===== config.mk =====
export PLATFORM = sky130hd
export DESIGN_NAME = skeeball_game_ctrl
export DESIGN_NICKNAME = d
export VERILOG_FILES = /design/src/rtl/skeeball_game_ctrl.sv
export SDC_FILE = /design/constraint.sdc
export NUM_CORES = 1
export LEC_CHECK = 0
export BUFFER_PORTS_ARGS = -buffer_cell sky130_fd_sc_hd__clkbuf_2
export CAP_MARGIN = 20
export CORE_ASPECT_RATIO = 1.25
export CORE_UTILIZATION = 55
export DETAILED_ROUTE_END_ITERATION = 8
export GPL_TIMING_DRIVEN = 0
export PLACE_DENSITY = 0.79
export SLEW_MARGIN = 20
export SYNTH_ARGS = -nofsm -noshare
export SYNTH_HDL_FRONTEND = slang
export SYNTH_SLANG_ARGS = --single-unit

===== constraint.sdc =====
create_clock -name clk -period 8.65 [get_ports clk]
set_input_delay 1.73 -clock clk [delete_from_list [all_inputs] [get_ports clk]]
set_output_delay 1.73 -clock clk [all_outputs]
set_load 0.01 [all_outputs]

===== src/rtl/skeeball_game_ctrl.sv =====
// rtl/skeeball_game_ctrl.sv - synchronous skeeball scorer: hole edge detect, per-ball lockout,
// saturating score, game-over flag and persistent high score.
module skeeball_game_ctrl #(
   parameter int NUM_BALLS   = 9,
   parameter int SCORE_W     = 8,
   parameter int LOCKOUT_CYC = 4
) (
   input  logic                 clk,
   input  logic                 rst_n,
   input  logic                 start,
   input  logic [6:0]           holes,
   output logic [NUM_BALLS-1:0] balls,
   output logic [SCORE_W-1:0]   score,
   output logic [SCORE_W-1:0]   high_score,
   output logic                 game_over,
   output logic                 new_high,
   output logic                 ball_pulse,
   output logic [3:0]           ball_pts
);

   localparam int CNT_W = (LOCKOUT_CYC > 1) ? $clog2(LOCKOUT_CYC) : 1;
   localparam logic [CNT_W-1:0] LOCK_INIT = CNT_W'((LOCKOUT_CYC > 0) ? LOCKOUT_CYC - 1 : 0);
   localparam logic [NUM_BALLS-1:0] LAST_BALL = NUM_BALLS'(1);

   typedef enum logic [1:0] {IDLE, PLAY, LOCK, OVER} state_t;

   state_t               state, state_d;
   logic [6:0]           hole_q;
   logic [6:0]           rise;
   logic                 any_rise;
   logic [3:0]           pts;
   logic [CNT_W-1:0]     cnt, cnt_d;
   logic [SCORE_W:0]     sum;
   logic [SCORE_W-1:0]   sat;
   logic [NUM_BALLS-1:0] balls_d;
   logic [SCORE_W-1:0]   score_d, high_d;
   logic                 over_d, new_high_d, pulse_d;
   logic [3:0]           pts_d;

   assign rise     = holes & ~hole_q;
   assign any_rise = |rise;

   // Simultaneous rises collapse to one ball worth the highest hole.
   always_comb begin
      pts = 4'd0;
      if      (rise[6]) pts = 4'd10;
      else if (rise[5]) pts = 4'd5;
      else if (rise[4]) pts = 4'd4;
      else if (rise[3]) pts = 4'd3;
      else if (rise[2]) pts = 4'd2;
      else if (rise[1]) pts = 4'd1;
   end

   assign sum = {1'b0, score} + {{(SCORE_W-3){1'b0}}, pts};
   assign sat = sum[SCORE_W] ? {SCORE_W{1'b1}} : sum[SCORE_W-1:0];

   always_comb begin
      state_d    = state;
      cnt_d      = cnt;
      balls_d    = balls;
      score_d    = score;
      high_d     = high_score;
      over_d     = game_over;
      new_high_d = new_high;
      pulse_d    = 1'b0;
      pts_d      = 4'd0;
      if (start) begin
         state_d    = PLAY;
         cnt_d      = '0;
         balls_d    = {NUM_BALLS{1'b1}};
         score_d    = '0;
         over_d     = 1'b0;
         new_high_d = 1'b0;
      end else begin
         case (state)
            PLAY: begin
               if (any_rise) begin
                  score_d = sat;
                  balls_d = balls >> 1;
                  pulse_d = 1'b1;
                  pts_d   = pts;
                  if (balls == LAST_BALL) begin
                     state_d = OVER;
                     over_d  = 1'b1;
                     if (sat > high_score) begin
                        high_d     = sat;
                        new_high_d = 1'b1;
                     end
                  end else if (LOCKOUT_CYC > 0) begin
                     state_d = LOCK;
                     cnt_d   = LOCK_INIT;
                  end
               end
            end
            LOCK: begin
               if (cnt == '0) state_d = PLAY;
               else           cnt_d   = cnt - 1'b1;
            end
            default: ;
         endcase
      end
   end

   always_ff @(posedge clk or negedge rst_n) begin
      if (!rst_n) begin
         state      <= IDLE;
         hole_q     <= '0;
         cnt        <= '0;
         balls      <= '0;
         score      <= '0;
         high_score <= '0;
         game_over  <= 1'b0;
         new_high   <= 1'b0;
         ball_pulse <= 1'b0;
         ball_pts   <= 4'd0;
      end else begin
         state      <= state_d;
         hole_q     <= holes;
         cnt        <= cnt_d;
         balls      <= balls_d;
         score      <= score_d;
         high_score <= high_d;
         game_over  <= over_d;
         new_high   <= new_high_d;
         ball_pulse <= pulse_d;
         ball_pts   <= pts_d;
      end
   end

endmodule


==> impl_metrics.env <==
export IMPL_status="completed"
export IMPL_yosys_warnings=0
export IMPL_die_area_um2=4240
export IMPL_overflow=0
export IMPL_cp_slowest_cell="fa_1"
export IMPL_syn_avg_cell_area_um2=11.7
export IMPL_grt_pass1_vias=1498
export IMPL_synth_seq_cells=43
export IMPL_drv_cap=0
export IMPL_tightestPinTransition_ns=0.922
export IMPL_hold_buffers=0
export IMPL_async_reset_ff_frac=1.00
export IMPL_slew_violations=0
export IMPL_grt_max_degree=44
export IMPL_htreeDepth=2
export IMPL_area_growth_pct=17.8
export IMPL_hold_path_class="reg -> reg"
export IMPL_grt_pass1_wl_um=6640
export IMPL_core_area_um2=3780
export IMPL_track_usage=0.207
export IMPL_timing_rr_end="high_score[2]$_DFFE_PN0P_"
export IMPL_crit_path_max_incr_delay_ns=0.43
export IMPL_root_buffer="clkbuf_8"
export IMPL_syn_nets=211
export IMPL_postCtsSetupBuffers=0
export IMPL_drtAntennaViolNets=0
export IMPL_cts_buffers=5
export IMPL_drive_gt1_frac=0.297
export IMPL_crit_path_max_fanout=8
export IMPL_post_cts_resized=0
export IMPL_holdPathStages=1
export IMPL_place_gp_congestion=0.802
export IMPL_min_period_ns=5.26
export IMPL_antenna_found_initial=0
export IMPL_cts_tree="built"
export IMPL_clk_pin_slew_worst_paths_ns=0.08
export IMPL_synth_edf_count=0
export IMPL_routedWlPerCell_um=14.0
export IMPL_final_nets=259
export IMPL_die_h_um=72.5
export IMPL_regToRegSetupSlack_ns=4.57
export IMPL_port_buffers=41
export IMPL_ys_seq_area_frac=0.491
export IMPL_period_share=0.608
export IMPL_hp_start="cnt[0]$_DFFE_PN0P_"
export IMPL_rsz0062_at_grt="no"
export IMPL_crit_required_ns=8.83
export IMPL_reg2reg_from="hole_q[2]$_DFF_PN0_"
export IMPL_drt_iter0_markers=64
export IMPL_synthCells=187
export IMPL_synth_top_area_share=0.491
export IMPL_initial_core_util=0.579
export IMPL_clk_path_buf_depth=2
export IMPL_place_hpwl_um=2970
export IMPL_slew_headroom=0.385
export IMPL_via_per_inst=5.47
export IMPL_synth_area_um2=2190
export IMPL_yosys_top_cells_area="dfrtp_1 49%, ha_1 7.4%, mux2_4 4.8%"
export IMPL_drt_wl_total_um=4070
export IMPL_yosys_area_top_type="dfrtp_1"
export IMPL_power_uw=634
export IMPL_path_class="in -> reg"
export IMPL_row_count=25
export IMPL_reg2reg_depth=16
export IMPL_power_density_nw_per_um2=246
export IMPL_setup_viol=0
export IMPL_clock_latency_ns=0.29
export IMPL_synth_cell_type_count=48
export IMPL_fin_skew_ns=0.00809
export IMPL_synth_main_ff_cell="dfrtp_1"
export IMPL_min_delay_worst_endpoint="cnt[0]$_DFFE_PN0P_"
export IMPL_critPathLaunchType="primary input"
export IMPL_vias=1585
export IMPL_tns_ns=0
export IMPL_n_antenna_cell=0
export IMPL_dr_pass1_iters=4
export IMPL_cts_sinks=43
export IMPL_fmax_mhz=190
export IMPL_hold_viol_final=0
export IMPL_crit_chain="clkbuf_2, nor2b_1, nor2_1, o21ai_0, a21oi_1, ha_1, fa_1, a21oi_2, a2bb2oi_2, nor2_1, or2_1, ha_1, nor2b_1, o211ai_1, a21oi_1, o211ai_4, mux2_4"
export IMPL_endpoint_kind="register"
export IMPL_pin_count=42
export IMPL_vdd_drop_max_v=0.000150
export IMPL_critPathArrivalTime_ns=5.44
export IMPL_p_leak_nw=1.24
export IMPL_drc=0
export IMPL_die_w_um=58.4
cells by family after synthesis:
kind of cell               after synthesis  synth area share
AOI/OAI and AO/OA                       51             0.183
xor gates and xnor gates                 2           0.00800
adders and majority gates               14            0.0834
buffers and inverters                   20            0.0360
DFF                                     43             0.491
muxes                                    8            0.0526
and+or+nand+nor                         49             0.145
sequential cells by signal, summed over array words and instances (netlist names):
register	cells
balls	9
ball_pts	4
score	8
high_score	8
new_high	1
state	2
hole_q	7
cnt	2
ball_pulse	1
game_over	1
per-stage QoR:
stage / instances / hold WS, ns / utilization / area (um2) / worst slack [ns]
after floorplan: 187 / 0.454 / - / 2190 / 3.56
after global placement: 282 / 0.473 / 0.651 / 2460 / 3.14
after detailed placement: 282 / 0.489 / 0.651 / 2460 / 3.07
after CTS: 290 / 0.500 / 0.682 / 2580 / 3.36
after global routing: 290 / 0.511 / 0.682 / 2580 / 3.11
final: 290 / 0.495 / 0.682 / 2580 / 3.39
area by class of cell:
cell class                 count  area, um2
tap                           54       67.6
multi-input combinational    124       1030
sequential                    43       1080
fill                         307       1200
inverter                      16       60.1
buffer                         4       18.8
clock inverter                 2       35.0
clock buffer                   6       82.6
timing repair buffer          41        205
how the worst max path moves through the flow:
stage | start | to | cells past startpoint
floorplan | holes[2] | high_score[3]$_DFFE_PN0P_ | 16
global placement | holes[2] | high_score[1]$_DFFE_PN0P_ | 17
detailed placement | holes[2] | high_score[2]$_DFFE_PN0P_ | 17
CTS | holes[2] | high_score[2]$_DFFE_PN0P_ | 17
global route | holes[2] | high_score[2]$_DFFE_PN0P_ | 17
finish | holes[2] | high_score[2]$_DFFE_PN0P_ | 17
cell usage in the layout, fill, tap and decap left out, types with 4 or more instances in the layout:
cell type,synthesis,layout
dfrtp_1,43,43
clkbuf_2,0,40
inv_1,15,15
ha_1,13,13
nor2_1,12,12
a21oi_1,8,8
o22a_1,7,7
a22o_1,7,7
mux2_4,7,7
nand2_1,6,6
clkbuf_8,0,6
nor2b_1,5,5
a211oi_1,5,5
nand2b_1,4,4
a21o_1,4,4
o211ai_1,4,4
buf_2,3,4
critical path, delay by kind of cell:
| kind | cells | cell delay (ns) |
|---|---|---|
| AOI/OAI and AO/OA | 7 | 1.48 |
| adders and majority gates | 3 | 0.96 |
| and+or+nand+nor | 5 | 0.85 |
| muxes | 1 | 0.34 |
| buffers and inverters | 1 | 0.08 |
layer usage:
layer  wire length, um  track usage  part of all wire  up-vias
li1                  -            -                 -      770
met1              1790        0.267              0.44      757
met2              2030        0.336              0.50       46
met3               169       0.0374             0.042       12
met4                89        0.101             0.022        0
met5                 0            0                 0        -
power breakdown:
part / total (mW) / switching (mW) / internal, mW
registers: 0.262 / 0.0299 / 0.232
clock network: 0.159 / 0.0655 / 0.0934
logic: 0.213 / 0.124 / 0.0898
cell usage after synthesis, types with 2 or more instances:
| library cell | instances |
|---|---|
| a211oi_1 | 5 |
| a21o_1 | 4 |
| a21oi_1 | 8 |
| a21oi_2 | 2 |
| a22o_1 | 7 |
| and2_1 | 2 |
| buf_2 | 3 |
| dfrtp_1 | 43 |
| ha_1 | 13 |
| inv_1 | 15 |
| mux2_4 | 7 |
| nand2_1 | 6 |
| nand2b_1 | 4 |
| nand3_1 | 2 |
| nand3b_1 | 2 |
| nand4_1 | 2 |
| nor2_1 | 12 |
| nor2b_1 | 5 |
| nor3b_1 | 3 |
| o211ai_1 | 4 |
| o21ai_0 | 2 |
| o21ai_1 | 2 |
| o22a_1 | 7 |
| or2_1 | 3 |
Power figures use the tool's default switching activity.
